$ cat src/rtl/sobel_stream_arbiter.sv
// Round-robin, frame-granular arbiter that shares one Sobel filter sink between two
// Avalon-ST pixel sources, enforcing a fixed frame length and counting completed frames.
module sobel_stream_arbiter #(
  parameter int DATA_W       = 8,
  parameter int FRAME_PIXELS = 76800,
  parameter int CNT_W        = 17
) (
  input  logic              csi_clkrst_clk,
  input  logic              csi_clkrst_reset_n,

  input  logic [DATA_W-1:0] asi_sink0_data,
  input  logic              asi_sink0_startofpacket,
  input  logic              asi_sink0_endofpacket,
  input  logic              asi_sink0_valid,
  output logic              asi_sink0_ready,

  input  logic [DATA_W-1:0] asi_sink1_data,
  input  logic              asi_sink1_startofpacket,
  input  logic              asi_sink1_endofpacket,
  input  logic              asi_sink1_valid,
  output logic              asi_sink1_ready,

  output logic [DATA_W-1:0] aso_source1_data,
  output logic              aso_source1_startofpacket,
  output logic              aso_source1_endofpacket,
  output logic              aso_source1_valid,
  input  logic              aso_source1_ready,

  output logic              coe_grant_o,
  output logic              coe_busy_o,
  output logic              coe_frame_err_o,
  output logic [15:0]       coe_frame_cnt0_o,
  output logic [15:0]       coe_frame_cnt1_o
);

  typedef enum logic [1:0] {IDLE, PASS, FLUSH} state_t;

  localparam logic [CNT_W-1:0] LAST_CNT = CNT_W'(FRAME_PIXELS - 1);

  state_t             state;
  logic               g;
  logic               ptr;
  logic [CNT_W-1:0]   cnt;
  logic               err;
  logic [15:0]        frame_cnt0;
  logic [15:0]        frame_cnt1;

  logic [DATA_W-1:0]  sel_data;
  logic               sel_sop;
  logic               sel_eop;
  logic               sel_valid;
  logic               last_beat;
  logic               req0;
  logic               req1;
  logic               pass_xfer;

  assign sel_data  = g ? asi_sink1_data          : asi_sink0_data;
  assign sel_sop   = g ? asi_sink1_startofpacket : asi_sink0_startofpacket;
  assign sel_eop   = g ? asi_sink1_endofpacket   : asi_sink0_endofpacket;
  assign sel_valid = g ? asi_sink1_valid         : asi_sink0_valid;

  assign last_beat = (cnt == LAST_CNT);
  assign req0      = asi_sink0_valid & asi_sink0_startofpacket;
  assign req1      = asi_sink1_valid & asi_sink1_startofpacket;
  assign pass_xfer = sel_valid & aso_source1_ready;

  assign coe_grant_o      = g;
  assign coe_busy_o       = (state != IDLE);
  assign coe_frame_err_o  = err;
  assign coe_frame_cnt0_o = frame_cnt0;
  assign coe_frame_cnt1_o = frame_cnt1;

  always_comb begin
    // NOTE: every output gets a default first so no path through the case infers a latch.
    aso_source1_data          = '0;
    aso_source1_startofpacket = 1'b0;
    aso_source1_endofpacket   = 1'b0;
    aso_source1_valid         = 1'b0;
    asi_sink0_ready           = 1'b0;
    asi_sink1_ready           = 1'b0;
    case (state)
      IDLE: begin
        // Stray mid-frame beats are swallowed; sop beats are held for the grant.
        asi_sink0_ready = asi_sink0_valid & ~asi_sink0_startofpacket;
        asi_sink1_ready = asi_sink1_valid & ~asi_sink1_startofpacket;
      end
      PASS: begin
        aso_source1_data          = sel_data;
        aso_source1_startofpacket = sel_sop;
        aso_source1_endofpacket   = sel_eop | last_beat;
        aso_source1_valid         = sel_valid;
        if (g) asi_sink1_ready = aso_source1_ready;
        else   asi_sink0_ready = aso_source1_ready;
      end
      FLUSH: begin
        if (g) asi_sink1_ready = 1'b1;
        else   asi_sink0_ready = 1'b1;
      end
      default: ;
    endcase
  end

  // NOTE: sequential state uses non-blocking assignments so every register samples pre-edge values.
  always_ff @(posedge csi_clkrst_clk or negedge csi_clkrst_reset_n) begin
    if (!csi_clkrst_reset_n) begin
      state      <= IDLE;
      g          <= 1'b0;
      ptr        <= 1'b0;
      cnt        <= '0;
      err        <= 1'b0;
      frame_cnt0 <= '0;
      frame_cnt1 <= '0;
    end else begin
      err <= 1'b0;
      case (state)
        IDLE: begin
          cnt <= '0;
          if (req0 | req1) begin
            state <= PASS;
            g     <= (req0 & req1) ? ptr : req1;
          end
        end
        PASS: begin
          if (pass_xfer) begin
            cnt <= cnt + 1'b1;
            if (sel_eop || last_beat) begin
              // The filter saw a full (or short) frame either way, so it counts as completed.
              if (g) frame_cnt1 <= frame_cnt1 + 16'd1;
              else   frame_cnt0 <= frame_cnt0 + 16'd1;
              if (sel_eop) begin
                err   <= ~last_beat;
                ptr   <= ~g;
                state <= IDLE;
              end else begin
                err   <= 1'b1;
                state <= FLUSH;
              end
            end
          end
        end
        FLUSH: begin
          if (sel_valid && sel_eop) begin
            ptr   <= ~g;
            state <= IDLE;
          end
        end
        default: state <= IDLE;
      endcase
    end
  end

endmodule

$ cat config.mk
export PLATFORM = sky130hd
export DESIGN_NAME = sobel_stream_arbiter
export DESIGN_NICKNAME = d
export VERILOG_FILES = /design/src/rtl/sobel_stream_arbiter.sv
export SDC_FILE = /design/constraint.sdc
export NUM_CORES = 1
export LEC_CHECK = 0
export ABC_CLOCK_PERIOD_IN_PS = 2800
export BUFFER_PORTS_ARGS = -buffer_cell sky130_fd_sc_hd__buf_2
export CAP_MARGIN = 10
export CORE_ASPECT_RATIO = 0.5
export CORE_MARGIN = 3
export CORE_UTILIZATION = 33
export CTS_BUF_LIST = sky130_fd_sc_hd__clkbuf_4 sky130_fd_sc_hd__clkbuf_8
export DETAILED_ROUTE_END_ITERATION = 12
export HOLD_SLACK_MARGIN = 0.02
export PLACE_DENSITY = 0.67
export SYNTH_ARGS = -nofsm -noshare
export SYNTH_HDL_FRONTEND = slang
export SYNTH_SLANG_ARGS = --single-unit
export TNS_END_PERCENT = 30
$ cat constraint.sdc
create_clock -name csi_clkrst_clk -period 2.8 [get_ports csi_clkrst_clk]
set_clock_uncertainty 0.05 [all_clocks]
set_input_delay 0.56 -clock csi_clkrst_clk [delete_from_list [all_inputs] [get_ports csi_clkrst_clk]]
set_output_delay 0.56 -clock csi_clkrst_clk [all_outputs]
set_load 0.01 [all_outputs]
==> impl_metrics.yaml <==
cts:
  cts.sinks: 54
  htreeDepth: 2
  clkLatencyLatePin_ps: 320
  hold_buffers: 0
  root_buffer: "clkbuf_8"
  clk_pin_slew_worst_paths_ps: 110
  clock_path_buffers: 2
  cts_buffers: 5
  cts_tree: "done"
final_layout:
  syn2layout_area_growth_pct: 26.3
  final_cell_mix: "buf_2 (71), dfrtp_1 (54), nand2_1 (23)"
  fin_util_pct: 44.1
  diodes: 0
  final_nets: 397
  final_layout_size_suffix_gt1_share_pct: 30.6
  multi_input_area_um2: 1520
  seqCellArea_um2: 1350
  fillCellCount: 794
  layout_commonest_cell: "buf_2"
grt:
  grt_pass1_wl_mm: 11.4
  grt_overflow: 0
  grt_max_degree: 33
  antenna_found_initial: 0
  grt_pass1_vias: 2352
  grtUsageTotal_pct: 14.0
timing:
  fmax_ghz: 0.360
  fin_crit_ps: 2780
  worst_pin_slew_ps: 689
  setup_viol: 0
  finalMaxSlewViolations: 0
  rsz0062_at_grt: "yes"
  slew_headroom_pct: 54.0
  whs_ps: 214
  tns_ps: 0
  timing.final.crit_share_pct: 99.2
  finalHoldViolations: 0
power_and_ir_drop:
  p_int_mw: 1.47
  p_per_area_nw_per_um2: 664
  max-vdd-ir-drop_mv: 0.243
  leakagePower_nw: 1.78
  p_sw_share_pct: 38.9
  power_mw: 2.41
  comb_power_share_pct: 39.2
  power_switching_mw: 0.936
  seq_power_share_pct: 40.9
  clockPowerShare_pct: 19.9
drt:
  drt-initial-drc-count: 204
  via_per_inst: 5.10
  dr_total_vias: 2454
  ant_nets: 0
  firstDrtPassIters: 4
  totalWireLength_mm: 6.87
  avgRoutedWirePerCell_um: 14.3
  drc_errors: 0
logic_synthesis:
  synth_seq_cells: 54
  async_reset_ff_share_pct: 100
  synth_edf_count: 0
  ys.flop_type: "dfrtp_1"
  syn_inst: 282
  synth_top_family_by_area: "simple AND/OR/NAND/NOR gates"
  synthSimpleGateAreaFrac_pct: 24.7
  synth_top_area_share_pct: 47.0
  synth.area.top_cells: "dfrtp_1 (47%), xnor2_1 (4.9%), xor2_1 (4.6%), mux2i_1 (4.5%), nand3_1 (3.1%)"
  synthMuxAreaShare_pct: 6.23
  synth_compound_area_share_pct: 8.32
  synth.distinct_cells: 43
  yosys_warnings: 0
  syn_area_um2: 2870
  synthAdderAreaFrac_pct: 1.74
  synth_xor_area_share_pct: 9.45
  yosysSeqAreaShare_pct: 47.0
  synth_area_per_cell_um2: 10.2
  synth_area_leader_cell: "dfrtp_1"
  syn-num-nets: 311
worst_setup_path:
  critPathLaunch: "cnt[10]"
  cp-end-kind: "output pin"
  critPathKind: "register to output pin"
  arrival_ps: 2170
  reg2reg_from: "cnt[10]"
  required_ps: 2190
  path_max_fanout: 2
  critPathLaunchType: "register"
floorplanning:
  initial_utilization_pct: 34.9
  ioPinCount: 73
  core_area_um2: 8230
  rows: 23
  die_h_um: 72.0
  die_w_um: 138
  die-area_um2: 9930
place:
  dp_hpwl_mm: 5.12
  portBuffers: 72
  gp_congestion: 0.812
run:
  maxCapViolations: 0
outcome:
  status: "finished clean"
min_path:
  min_path_type: "input port to async pin"
[synth_stat cells (all sizes together) (2+ instances only)]
cell type	count
a31oi	3
nand4	13
and4	7
ha	4
clkbuf	5
nand2	23
mux2i	13
buf	4
and2	4
dfrtp	54
nand3	18
o21ai	6
nor3	8
o31ai	9
inv	6
and3	4
a21oi	11
nand2b	2
a211oi	3
xnor2	16
xor2	15
mux2	4
or3	2
nor2b	3
or4	11
nor2	22
[state kept, by name, summed over array words and instances, names as in the netlist]
| register | cells |
|---|---|
| cnt | 17 |
| coe_frame_cnt0_o | 16 |
| coe_frame_cnt1_o | 16 |
| state | 2 |
| coe_frame_err_o | 1 |
| coe_grant_o | 1 |
| ptr | 1 |
[power by group through the flow]
stage | Combinational [mW] | Sequential [mW] | Clock [mW]
after detailed placement | 0.901 | 0.999 | 0
after floorplan | 0.601 | 0.981 | 0
after global placement | 0.890 | 0.999 | 0
final | 0.944 | 0.985 | 0.480
after global routing | 1.04 | 1.00 | 0.527
after CTS | 0.921 | 0.985 | 0.494
[layout make-up]
type,count,area share (%)
Clock buffer,6,2.28
Clock inverter,2,0.448
Inverter,6,0.620
Multi-Input combinational cell,213,42.0
Sequential cell,54,37.2
Tap cell,112,3.86
Timing Repair Buffer,88,13.6
[critical path, stage by stage (launching register included)]
cell	delay, ps
dfrtp_1	380
or4b_4	530
or4_4	450
ha_4	190
buf_6	120
nor2_4	70
buf_6	110
[through the flow]
stage               cells  setup WS (ps)  area, um^2
finish                481           21.9        3630
global route          481          -54.4        3630
CTS                   479          -4.07        3590
detailed placement    470           -125        3460
global placement      470          -22.9        3460
floorplan             282          -30.8        2910
[worst paths after layout]
path | endpoint | slack (ps) | cells past startpoint
max | aso_source1_endofpacket | 20 | 6
min | coe_frame_cnt1_o[3] | 210 | 1
max reg2reg | coe_frame_cnt0_o[5] | 70 | 8
min reg2reg | coe_frame_cnt0_o[15] | 430 | 1
max in group asynchronous | cnt[9] | 1820 | 2
min in group csi_clkrst_clk | coe_frame_cnt0_o[15] | 430 | 1
[what timing repair did]
item,in CTS,in global routing
resized for setup,6,4
pin swaps,3,5
endpoints found under the setup margin,21,15
buffers inserted,1,2
[cells by family after synthesis]
| kind of cell | count (synthesis) |
|---|---|
| AND/OR/NAND/NOR | 124 |
| XOR/XNOR | 31 |
| multiplexers | 17 |
| AO/OA/AOI/OAI | 37 |
| flip-flops | 54 |
| adder cells (fa/ha/maj) | 4 |
| buffers and inverters | 15 |
[metal layers]
layer,track usage [%],vias up,wire length [um]
li1,-,1209,-
met1,19.1,1194,3210
met2,23.7,44,3360
met3,2.84,7,238
met4,2.41,0,56
met5,0,-,0
Power figures use the tool's default switching activity.
